--- config.mk ---
export PLATFORM = sky130hd
export DESIGN_NAME = sia_txq
export DESIGN_NICKNAME = d
export VERILOG_FILES = /design/src/rtl/sia_txq.sv
export SDC_FILE = /design/constraint.sdc
export NUM_CORES = 1
export LEC_CHECK = 0
export BUFFER_PORTS_ARGS = -buffer_cell sky130_fd_sc_hd__buf_2
export CORE_MARGIN = 2
export CORE_UTILIZATION = 55
export CTS_BUF_LIST = sky130_fd_sc_hd__clkbuf_4 sky130_fd_sc_hd__clkbuf_8 sky130_fd_sc_hd__clkbuf_16
export DETAILED_ROUTE_END_ITERATION = 10
export PLACE_DENSITY = 0.72
export SKIP_CTS_REPAIR_TIMING = 1
export SLEW_MARGIN = 5
export SYNTH_ARGS = -nofsm -noshare
export SYNTH_HDL_FRONTEND = slang
export SYNTH_SLANG_ARGS = --single-unit
--- constraint.sdc ---
create_clock -name clk_i -period 3.9 [get_ports clk_i]
set_input_delay 0.195 -clock clk_i [delete_from_list [all_inputs] [get_ports clk_i]]
set_output_delay 0.195 -clock clk_i [all_outputs]
set_load 0.01 [all_outputs]
--- src/rtl/sia_txq.sv ---
// sia_txq: transmit queue between sia_wb (writer) and the SIA transmitter shifter (reader).
// First-word-fall-through FIFO with DATA_WIDTH-bit words and 2**ADDR_BITS entries.
// The head word is on dat_o with no read latency, and it reads 0 while the queue is empty.
// ovf_o is sticky: once a push is dropped it stays set until flush_i or reset.
// Optional build macro SIA_TXQ_LEVEL_EN adds the level_o port (current word count).
module sia_txq #(
  parameter int DATA_WIDTH = 16,
  parameter int ADDR_BITS  = 4
) (
  input  logic                  clk_i,
  input  logic                  reset_ni,
  input  logic                  flush_i,
  input  logic                  we_i,
  input  logic [DATA_WIDTH-1:0] dat_i,
  output logic                  not_full_o,
  output logic                  empty_o,
  input  logic                  pop_i,
  output logic [DATA_WIDTH-1:0] dat_o,
  output logic                  not_empty_o,
  output logic                  ovf_o
`ifdef SIA_TXQ_LEVEL_EN
  ,
  output logic [ADDR_BITS:0]    level_o
`endif
);

  localparam int                 DEPTH    = 2 ** ADDR_BITS;
  localparam logic [ADDR_BITS:0] FULL_CNT = (ADDR_BITS + 1)'(DEPTH);

  logic [DATA_WIDTH-1:0] mem [DEPTH];
  logic [ADDR_BITS-1:0]  wp;
  logic [ADDR_BITS-1:0]  rp;
  logic [ADDR_BITS:0]    count;
  logic                  pop_acc;
  logic                  push_acc;
  logic                  push_drop;

  // Flags, head word and the accept/drop decisions, all derived from count.
  // A full queue still takes a push when a pop frees a slot in the same cycle.
  always_comb begin
    empty_o     = (count == '0);
    not_empty_o = ~empty_o;
    not_full_o  = (count != FULL_CNT);
    dat_o       = not_empty_o ? mem[rp] : '0;
    pop_acc     = pop_i & not_empty_o;
    push_acc    = we_i & (not_full_o | pop_acc);
    push_drop   = we_i & ~not_full_o & ~pop_acc;
  end

`ifdef SIA_TXQ_LEVEL_EN
  // The level output is simply the word count.
  always_comb begin
    level_o = count;
  end
`endif

  // Storage is written on every accepted push. It has no reset because flags gate every read.
  always_ff @(posedge clk_i) begin
    if (push_acc && !flush_i) begin
      mem[wp] <= dat_i;
    end
  end

  // Pointers, count and the sticky overflow flag. Flush overrides push and pop in the same cycle.
  always_ff @(posedge clk_i or negedge reset_ni) begin
    if (!reset_ni) begin
      wp    <= '0;
      rp    <= '0;
      count <= '0;
      ovf_o <= 1'b0;
    end else if (flush_i) begin
      wp    <= '0;
      rp    <= '0;
      count <= '0;
      ovf_o <= 1'b0;
    end else begin
      if (push_acc) wp <= wp + 1'b1;
      if (pop_acc)  rp <= rp + 1'b1;
      case ({push_acc, pop_acc})
        2'b10:   count <= count + 1'b1;
        2'b01:   count <= count - 1'b1;
        default: count <= count;
      endcase
      if (push_drop) ovf_o <= 1'b1;
    end
  end

endmodule
After elaboration in Yosys (flattened, before gate mapping)
Memories as Yosys holds them, arrays and structs flattened. Index checks and enable logic that the tools add are counted.

Word-level logic and storage cells: 38. Memories: 1. Input bits: 21. Output and inout port bits: 20. Memory bits (writable): 256. Flip-flop bits (word level): 14.

Memory list: mem (depth 16, width 16, read ports 1, clocked after Yosys merged registers in 0, wr ports 1, line 30) `logic [DATA_WIDTH-1:0] mem [DEPTH];`.

Multiplexer cells: 11. Eq/ne operators: 3. Bitwise operators: 8. Add/subtract/negate cells: 4. Reduce and logical (&&, ||, !) cells: 7.

Operators by type and width (count): $mux 16 (1); $mux 4 (4); $pmux 5 s2 (1); $add 4x1->4 const B (2); $reduce_bool 2->1 (3); $add 5x1->5 const B (1); $logic_not 5->1 (1); $mux 5 (1); $ne 5x5->1 const B (1); $sub 5x1->5 const B (1); $and 1x1->1 (4); $mux 1 (4); $not 1->1 (3); $reduce_bool 3->1 (1); $eq 2x1->1 const B (1); $eq 2x2->1 const B (1); $logic_and 1x1->1 (1); $logic_not 1->1 (1); $or 1x1->1 (1).

Longest topological paths before layout
Gate-level depths: netlist (run 1).

Word-level depth: 8. Mapped depth: 10. Gate-level depth less buffers: 9.

Least setup slack after synthesis (run 1)
No wires, ideal clock.

Path kind: reg-to-reg. Start point: reg count[0]. End point: reg count[4]. Required time: 3.822 ns. Clock period less this slack: 2.389 ns. Buffers on the path: 0. Slack: 1.511 ns. Setup time: 0.078 ns. Data arrival time: 2.312 ns. Cell stages (with the launch flop): 10. Cells stage by stage: dfrtp_1 -> nor4_1 -> nor3_1 -> a21o_2 -> ha_1 -> or3_2 -> a21oi_1 -> mux2i_1 -> or3_1 -> a21oi_1.

Cells in the longest elaborated chain, start to end: 8. Elaborated cells between the ends (all ways): 13. Classes of those cells: add/sub (2); eq/ne (3); mux (2); bitwise (4); reduce/logical (2).

RTL lines: start: declaration (line 33) `logic [ADDR_BITS:0] count;`; start signal: assignment (line 80) `2'b10: count <= count + 1'b1;`; start signal: assignment (line 81) `2'b01: count <= count - 1'b1;`; start signal: assignment (line 82) `default: count <= count;`; $logic_not 5->1 (line 41) `empty_o = (count == '0);`; $not 1->1 (line 42) `not_empty_o = ~empty_o;`; $and 1x1->1 (line 45) `pop_acc = pop_i & not_empty_o;`; $or 1x1->1 (line 46) `push_acc = we_i & (not_full_o | pop_acc);`; $and 1x1->1 (line 46); $eq 2x1->1 / $eq 2x2->1 (equally long branches) (line 79) `case ({push_acc, pop_acc})`; $pmux 5 s2 (line 79); $mux 5 (line 71) `end else if (flush_i) begin`.

Several ways; a longest one is shown, not always the timed one. A chain may end at the register's enable or synchronous reset.

Worst setup path in the final report (run 1)
Start point: reg count[1]. End point: out dat_o[5].

Cells in the longest elaborated chain, start to end: 2.

RTL lines: $logic_not 5->1 (line 41); $mux 16 (line 44) `dat_o = not_empty_o ? mem[rp] : '0;`; end: declaration (line 18) `output logic [DATA_WIDTH-1:0] dat_o,`.

No other way between the ends.

==> results of run 1 <==
==> cell type report <==
type / count / share of cell area (%)
Tap cell: 260 / 2.71
Timing Repair Buffer: 55 / 2.84
Multi-Input combinational cell: 211 / 20.8
Inverter: 4 / 0.125
Clock inverter: 14 / 0.532
Sequential cell: 270 / 67.0
Clock buffer: 32 / 5.94
==> cell families (layout without fill, tap and decap cells) <==
group,after synthesis,in the layout,synth area share (%)
flops,270,270,75.5
compound gates,32,32,1.87
buf+inv,31,105,1.39
mux,98,98,16.7
simple gates,66,66,3.04
fa+ha+maj,7,7,0.823
xor+xnor,8,8,0.658
==> metal layers <==
layer,share of wire (%),wire (um),track usage [%],vias up
met5,0,0,0,-
met4,3.3,682,7.76,0
met3,6.1,1280,3.25,43
met2,50,10400,35.3,172
met1,41,8590,30.2,2746
li1,-,-,-,2224
==> final timing paths <==
kind                          start       end  slack [ns]
setup reg to reg           count[0]  count[4]        1.20
max in group asynchronous  reset_ni     rp[0]        3.52
setup / recovery           count[1]  dat_o[5]        0.68
min in group asynchronous  reset_ni     rp[2]        0.10
hold reg to reg               ovf_o     ovf_o        0.52
hold / removal                 we_i     ovf_o     -0.0003
==> sequential cells by signal, indices dropped and copies added, names as in the netlist <==
name   cells
rp         4
mem      256
wp         4
ovf_o      1
count      5
==> per-stage QoR <==
| stage | total power, mW | util [%] | instance area, um2 | setup slack [ns] |
|---|---|---|---|---|
| after detailed placement | 5.11 | 59.6 | 11200 | 1.24 |
| after CTS | 7.38 | 63.7 | 12000 | 0.697 |
| after floorplan | 4.59 | - | 10600 | 1.51 |
| after global placement | 5.07 | 59.6 | 11200 | 1.30 |
| after global routing | 7.63 | 63.7 | 12000 | 0.505 |
| final | 7.32 | 63.7 | 12000 | 0.677 |
==> report_power, final <==
| group | switching, mW | internal (mW) | total [mW] | leakage [nW] |
|---|---|---|---|---|
| Combinational | 0.830 | 0.792 | 1.62 | 0.913 |
| Sequential | 0.174 | 3.23 | 3.41 | 2.49 |
| Clock | 0.997 | 1.29 | 2.29 | 0.383 |
==> synthesized netlist by cell type, drive strengths merged, types with 2 or more instances <==
library cell / instances
edfxtp: 256
mux4: 64
mux2i: 34
nor2: 32
buf: 18
o22ai: 16
dfrtp: 14
nand2: 14
clkbuf: 9
a21oi: 7
ha: 7
xor2: 6
inv: 4
or3: 4
nand3: 3
nor3: 3
nor4: 3
o21ai: 3
a31o: 2
nand2b: 2
xnor2: 2
==> worst max-delay path, delay by kind of cell, from the launching register on <==
kind	cells	cell delay [ns]
AND/OR/NAND/NOR	3	1.47
flip-flops	1	0.47
buffers and inverters	1	0.24
AO/OA/AOI/OAI	1	0.31
==> run summary, run 1 <==
run status = complete, but fails checks
failing checks = hold timing
top-area cell type share of the netlist area = 72.2%
root buf cell = clkbuf_16
Final Non-Filler Cells = 846
Setup violations, final = 0
critical-path cell list = nor4_2 > nand2_1 > nand2b_1 > o22ai_1 > buf_2
CTS tree = yes
vias per std cell = 6.13
Static Leak = 3.79 nW
GRT Util Overall = 21.6%
slowest CP cell = nand2b_1
Clock Skew = 0.0158 ns
Max FO, Critical Path = 16
core area = 18800 um2
Async SR Flop Fraction = 5.19%
Most used DFF post-synth = edfxtp_1
Synth Register Bits = 270
Cell variety after synth = 37
Final Hold Vio Count = 1
largest net degree at the start of global routing = 38
number of synthesized flops with an enable pin = 256
syn nets = 540
Total Wirelength = 21.0 mm
Hold Slack = -0.000251 ns
DR pass1 iterations = 5
hold path depth = 3
via count = 5185
worst slew pin tran = 1.21 ns
vias in the first global route = 5381
Mapped Avg Cell Area = 20.8 um2
Inst Count DP = 799
Max Root-Sink Buffers = 3
Die Width = 143 um
Slew Limit Headroom = 19.3%
fin. max-slew vios = 0
most frequent cells in the layout = 256 x edfxtp_1, 64 x mux4_2, 40 x buf_2
first-pass GRT wire length = 32.2 mm
P&R area growth vs syn = 12.7%
die height = 143 um
crit-path max cell delay = 0.74 ns
initial antenna violation count = 0
Initial Util = 56.5%
WL/cell = 24.8 um
Cell Area, Synth = 10600 um2
kind of critical path = register to primary output
DR iter-0 viols = 417
crit start category = register
total gr overflow = 0
footprint of the multi-input gates = 2500 um2
Crit. End Element = primary output
cells after synthesis = 512
CTS buffer count = 27
WP data arrival = 3.03 ns
Worst Reg-to-Reg Cells = 9
CP Data Required Time = 3.70 ns
drt drc = 0
Die ar. = 20500 um2
Yosys warning count = 0
Final ANT Viol Nets = 0
port bufs = 40
RSZ-0062 raised after global routing = false
FP Rows = 50
gp weighted congestion = 0.764
fin crit share = 82.6%
Layout Nets = 597
CTS clk-pin slew, worst paths = 0.06 ns
layout cells sized above 1 = 31.2%
Min-Delay Path Class = input pin to register
htree depth = 1
Layout fillers = 1241
area leader, netlist = edfxtp_1
crit path time final = 3.22 ns
IO Pins = 41
largest cells by area after synthesis = edfxtp_1 72%, mux4_2 14%, dfrtp_1 3.3%, mux2i_1 3.2%, nor2_1 1.1%
Register Area = 8040 um2
Fin Setup TNS = 0 ns
sequential cell area fraction in the yosys report = 75.5%
HPWL Detailed = 12.1 mm
PwrDens = 610 nW/um2
Ant. Diodes = 0
max-capacitance violation count = 0
Sink Count = 270
clock latency on the worst-skew pair = 0.53 ns
fmax = 310 MHz
most common cell after layout, fill and taps aside = edfxtp_1
VDD IR max = 0.399 mV
Note: power is estimated with default switching activity, not from simulation.
==> run 2, diff against run 1 <==
Settings changed: ABC_AREA set to 1, PLACE_DENSITY 0.72 to 0.75.
Clock period 3.9 ns to 2.9 ns, I/O delays scaled along.
==> run 2 against run 1 <==
  * The flow still finishes with violations (hold timing)
  * Critical path type unchanged
  * Largest cell class unchanged
  * Highest routed layer unchanged
  * Clock power up 55%
  * Worst setup slack worse by 0.50 ns
  * Combinational power up 63%
  * Sequential share of layout area is 2.5 points lower
  * Critical endpoint is now dat_o[4]
==> run summary, run 2 <==
hold path depth = 3 (unchanged)
root buf cell = clkbuf_16
Psw = 3.30 mW (+65%)
Crit Reg-Reg Endpoint = mem[3][0]
top-area cell type share of the netlist area = 70.4% (-1.8 points)
Final ANT Viol Nets = 0 (unchanged)
GRT Util Overall = 25.4% (+3.8 points)
Total Wirelength = 26.1 mm (+24%)
Compound-Gate Fraction of Synth Area = 12.7% (+11 points)
Final Hold Vio Count = 2 (+1)
Ant. Diodes = 0 (unchanged)
Slew Limit Headroom = 47.8% (+28 points)
Reg2Reg Setup Slack = 0.66 ns (-0.54 ns)
most common cell in the netlist = edfxtp_1
PwrDens = 855 nW/um2 (+40%)
die height = 145 um (+1.2%)
Static Leak = 4.22 nW (+11%)
P_int = 7.36 mW (+38%)
worst slew pin tran = 0.782 ns (-0.427 ns)
P&R area growth vs syn = 14.2%
Layout Nets = 916 (+53%)
via count = 7100 (+37%)
Max Root-Sink Buffers = 3 (unchanged)
fin crit share = 94.0%
top cells by count, synth = 256 x edfxtp_1, 169 x nor2_1, 136 x o21ai_0, 46 x o221ai_1, 35 x nand3_1
kind of critical path = register to primary output
WL/cell = 22.3 um (-10%)
clock latency on the worst-skew pair = 0.53 ns (about the same)
Cell Area, Synth = 10900 um2 (+2.5%)
vias per std cell = 6.06 (-1.1%)
hold path startpoint = pop_i
total gr overflow = 0 (unchanged)
FP Rows = 51 (+2.0%)
Hold Slack = -0.00312 ns (-0.00287 ns)
max FFs per register = 256 (unchanged)
most frequent cells in the layout = 256 x edfxtp_1, 153 x nor2_1, 136 x o21ai_0
VDD IR max = 0.556 mV (+40%)
RSZ-0062 raised after global routing = false
Final Non-Filler Cells = 1171 (+38%)
WP data arrival = 2.58 ns (-0.45 ns)
Worst Reg-to-Reg Cells = 7 (-2)
Min-Delay Path Class = input pin to register
largest cells by area after synthesis = edfxtp_1 70%, o21ai_0 6.2%, nor2_1 5.8%, o221ai_1 3.7%, dfrtp_1 3.2%
Sink Count = 270 (unchanged)
xor/xnor share of the synthesized area = 0.160% (-0.50 points)
Most used DFF post-synth = edfxtp_1
Die Width = 145 um (+1.2%)
Async SR Flop Fraction = 5.19% (unchanged)
area leader, netlist = edfxtp_1
Max FO, Critical Path = 61 (+45)
first-pass GRT wire length = 39.5 mm (+23%)
largest net degree at the start of global routing = 80 (+110%)
crit start category = register
Final Core Density = 64.0% (+0.28 points)
sequential cell area fraction in the yosys report = 73.6% (-1.9 points)
initial antenna violation count = 0 (unchanged)
CTS tree = yes
Hold Path End = rp[0]
Sw Share = 30.9% (+3.6 points)
failing checks = hold timing
Initial Util = 56.1% (-0.46 points)
vias in the first global route = 6686 (+24%)
Clock Skew = 0.0184 ns (+0.00258 ns)
DR iter-0 viols = 1070 (+160%)
Die ar. = 21000 um2 (+2.4%)
fmax = 367 MHz
HPWL Detailed = 14.9 mm (+24%)
Combinational Power Share = 24.8% (+2.6 points)
DR pass1 iterations = 6 (+1)
drt drc = 0 (unchanged)
Synth Register Bits = 270 (unchanged)
crit path time final = 2.72 ns
cells after synthesis = 842 (+64%)
run status = complete, but fails checks
IO Pins = 41 (unchanged)
Crit. End Element = primary output
Cell variety after synth = 33 (-11%)
Tot Pwr = 10.7 mW (+46%)
clock power share = 33.4% (+2.1 points)
largest family of logic cells by synthesized area = compound AO/OA/AOI/OAI gates
most common cell after layout, fill and taps aside = edfxtp_1
CTS clk-pin slew, worst paths = 0.06 ns (about the same)
fin. max-slew vios = 0 (unchanged)
number of synthesized flops with an enable pin = 256 (unchanged)
Most flops, register = mem
Setup violations, final = 0 (unchanged)
syn nets = 870 (+61%)
CTS buffer count = 27 (unchanged)
htree depth = 1 (unchanged)
core area = 19500 um2 (+3.4%)
R2R Path Start = count[2]
CP Data Required Time = 2.76 ns (-0.94 ns)
mux share of post-synthesis cell area = 0% (-17 points)
layout cells sized above 1 = 16.3% (-15 points)
gp weighted congestion = 0.820 (+7.4%)
port bufs = 40 (unchanged)
Synth Area in Adders = 0.802% (-0.020 points)
Yosys warning count = 0 (unchanged)
Seq pwr share = 41.8% (-4.8 points)
Simple-Gate Fraction of Synth Area = 9.58% (+6.5 points)
Regs by FF count = mem x256, count x5
max-capacitance violation count = 0 (unchanged)
Mapped Avg Cell Area = 13.0 um2 (-38%)
Inst Count DP = 1121 (+40%)
Fin Setup TNS = 0 ns (unchanged)
==> run 2: cell count changes after synthesis, sizes merged, moves of 4 or more <==
cell    change
or3         -4
inv        +18
mux2i      -34
o21ai     +143
mux4       -64
nor2      +142
o221ai     +46
clkbuf     +20
buf         +7
nand3      +34
a21oi      +13
xor2        -5
nand2      +21
==> run 2: metrics by stage <==
step	setup WS [ns]	instance area (um2)
floorplan	0.855	10900
global placement	0.711	11500
detailed placement	0.691	11500
CTS	0.119	12400
global route	0.0228	12500
finish	0.175	12500
==> run 2: worst max-delay path: stages, from the launching register on <==
cell,delay (ns)
dfrtp_2,0.57
inv_2,0.17
buf_12,0.24
o21ai_0,0.15
o221ai_1,0.16
nand3_1,0.16
a21oi_1,0.30
buf_2,0.21
==> run 2: area by class of cell <==
class	instances	area (um2)
multi-input combinational	494	2580
fill	1440	7000
inverter	24	91.3
timing repair buffer	71	507
clock buffer	31	706
clock inverter	16	201
tap	265	332
sequential	270	8040
==> run 2: logic make-up after synthesis <==
family          after synthesis
xor+xnor                      2
fa+ha+maj                     7
simple gates                252
buf+inv                      78
compound gates              233
flops                       270
==> run 2: how the worst max path moves through the flow <==
stage / from / end / slack (ns) / cells past startpoint
floorplan: count[0] / mem[11][0] / 0.86 / 6
global placement: rp[0] / dat_o[1] / 0.71 / 7
detailed placement: rp[0] / dat_o[1] / 0.69 / 7
CTS: rp[0] / dat_o[1] / 0.12 / 7
global route: rp[0] / dat_o[1] / 0.02 / 7
finish: rp[1] / dat_o[4] / 0.18 / 7
==> run 2: power by group through the flow <==
| stage | combinational [mW] | sequential (mW) | clock (mW) |
|---|---|---|---|
| finish | 2.64 | 4.45 | 3.56 |
| global route | 2.91 | 4.46 | 3.75 |
| CTS | 2.61 | 4.45 | 3.58 |
| detailed placement | 2.58 | 4.53 | 0 |
| global placement | 2.55 | 4.53 | 0 |
| floorplan | 1.73 | 4.48 | 0 |
==> run 2: metal layers <==
metal	track usage, %	up-vias	share of wire [%]	wire length, um
met4	7.82	0	2.2	576
met5	0	-	0	0
met1	37.9	3430	40	10500
li1	-	3223	-	-
met3	3.82	41	11	2750
met2	39.2	406	47	12200
==> run 3, diff against run 2 <==
Settings changed: ABC_AREA 1 to not set.
==> run 3 against run 2 <==
  * The run still ends with hold timing left
  * Via count fell by 27%
  * Flip-flop and latch count unchanged
  * Clock skew shrank 0.0097 ns
  * Critical path type unchanged
  * Critical endpoint is now dat_o[3]
==> run summary, run 3 (synthesis results as in run 1) <==
run status = complete, but fails checks
failing checks = hold timing
Hold Slack = -0.0291 ns (-0.0260 ns)
Die Width = 143 um (-1.2%)
DR pass1 iterations = 5 (-1)
initial antenna violation count = 0 (unchanged)
met2 wire len = 11.0 mm (-10%)
first-pass GRT wire length = 33.0 mm (-17%)
Routed met3 length = 1.42 mm (-48%)
VDD IR max = 0.492 mV (-12%)
CP Data Required Time = 2.76 ns (about the same)
Ant. Diodes = 0 (unchanged)
GRT Util Overall = 22.1% (-3.3 points)
crit start category = register
most frequent cells in the layout = 256 x edfxtp_1, 64 x mux4_2, 40 x buf_2
PwrDens = 859 nW/um2 (+0.52%)
hold path startpoint = we_i
via count = 5153 (-27%)
Final ANT Viol Nets = 0 (unchanged)
kind of critical path = register to primary output
WP data arrival = 2.59 ns (about the same)
Max Root-Sink Buffers = 3 (unchanged)
FP Rows = 50 (-2.0%)
DP Area = 11300 um2 (-1.8%)
CTS clk-pin slew, worst paths = 0.06 ns (about the same)
Min-Delay Path Class = input pin to register
Max FO, Critical Path = 21 (-66%)
vias per std cell = 5.99 (-1.2%)
fin crit share = 94.3% (+0.35 points)
DR iter-0 viols = 482 (-55%)
layout cells sized above 1 = 33.7% (+17 points)
Static Leak = 3.92 nW (-7.2%)
max-capacitance violation count = 0 (unchanged)
die height = 143 um (-1.2%)
Total Wirelength = 21.4 mm (-18%)
Worst Reg-to-Reg Cells = 9 (+2)
Initial Util = 56.5% (+0.46 points)
max FFs per register = 256 (unchanged)
Reg2Reg Setup Slack = 0.23 ns (-0.43 ns)
Tot Pwr = 10.6 mW (-0.87%)
Regs by FF count = mem x256, count x5
gp weighted congestion = 0.820 (about the same)
Crit Reg-Reg Endpoint = count[4]
R2R Path Start = count[0]
HPWL Detailed = 13.0 mm (-13%)
total gr overflow = 0 (unchanged)
Crit. End Element = primary output
fin. max-slew vios = 0 (unchanged)
Final Core Density = 65.3% (+1.2 points)
core area = 18800 um2 (-3.2%)
crit-path max cell delay = 0.76 ns (+0.19 ns)
Final Hold Vio Count = 1 (-1)
clock latency on the worst-skew pair = 0.52 ns (about the same)
vias in the first global route = 5363 (-20%)
Sink Count = 270 (unchanged)
M1 WL = 8.44 mm (-20%)
Slew Limit Headroom = 28.3% (-20 points)
slowest CP cell = dfrtp_2
Die ar. = 20500 um2 (-2.4%)
htree depth = 1 (unchanged)
root buf cell = clkbuf_16
CTS tree = yes
port bufs = 40 (unchanged)
Fin Setup TNS = 0 ns (unchanged)
RSZ-0062 raised after global routing = false
Layout Nets = 608 (-34%)
WL/cell = 24.9 um (+12%)
Clock Skew = 0.00869 ns (-0.00970 ns)
largest net degree at the start of global routing = 35 (-56%)
crit path time final = 2.73 ns (+0.0100 ns)
worst slew pin tran = 1.07 ns (+0.293 ns)
hold path depth = 3 (unchanged)
drt drc = 0 (unchanged)
Hold Path End = ovf_o
Setup violations, final = 0 (unchanged)
P&R area growth vs syn = 15.4%
top layer in use = met4
CTS buffer count = 26 (-3.7%)
fmax = 366 MHz (-0.37%)
IO Pins = 41 (unchanged)
Most flops, register = mem
Design Area, Final = 12300 um2 (-1.4%)
critical-path cell list = buf_12 > mux4_2 > mux2i_1 > o22ai_1 > buf_2
most common cell after layout, fill and taps aside = edfxtp_1
==> run 3: changes by cell type in the layout (fill, tap and decap cells not counted), sizes merged, moves of 5 or more <==
cell | previous run | this run
nor2 | 174 | 32
nand2 | 35 | 14
mux4 | 0 | 64
xor2 | 1 | 6
o21ai | 146 | 3
a21oi | 20 | 7
nand3 | 37 | 3
mux2i | 0 | 34
inv | 21 | 4
o221ai | 46 | 0
==> run 3: cell type report <==
type / count / area [um2]
Inverter: 4 / 15.0
Tap cell: 260 / 325
Fill cell: 1184 / 6540
Clock inverter: 20 / 236
Sequential cell: 270 / 8040
Timing Repair Buffer: 67 / 483
Clock buffer: 28 / 683
Multi-Input combinational cell: 211 / 2500
==> run 3: through the flow <==
step / worst slack, ns / instances / hold WS, ns
5_1_grt: 0.0334 / 860 / -0.0204
3_3_place_gp: 0.397 / 806 / 0.0691
3_5_place_dp: 0.285 / 806 / 0.0834
4_1_cts: 0.0402 / 854 / -0.468
2_1_floorplan: 0.511 / 512 / -0.151
6_report: 0.165 / 860 / -0.0291
==> run 3: power by group <==
| part | internal [mW] | leakage, nW | total [mW] | switching (mW) |
|---|---|---|---|---|
| combinational | 1.22 | 0.986 | 2.53 | 1.31 |
| sequential | 4.35 | 2.49 | 4.48 | 0.132 |
| clock | 2.15 | 0.439 | 3.55 | 1.40 |
==> run 3: worst max-delay path by stage <==
stage	start	slack (ns)	end
2_1_floorplan	count[0]	0.51	count[4]
3_3_place_gp	count[0]	0.40	count[4]
3_5_place_dp	count[0]	0.28	count[4]
4_1_cts	rp[0]	0.04	dat_o[13]
5_1_grt	count[0]	0.03	count[4]
6_report	rp[1]	0.17	dat_o[3]
==> run 3: critical path, delay by kind of cell (launching register included) <==
family / cells / cell delay [ns]
AOI/OAI and AO/OA: 1 / 0.16
muxes: 2 / 0.70
buffers and inverters: 2 / 0.41
DFF: 1 / 0.76
==> run 3: metal layers <==
layer,track usage [%],vias up
met5,0,-
met3,3.49,30
met2,36.8,180
met1,30.5,2702
met4,7.03,0
li1,-,2241
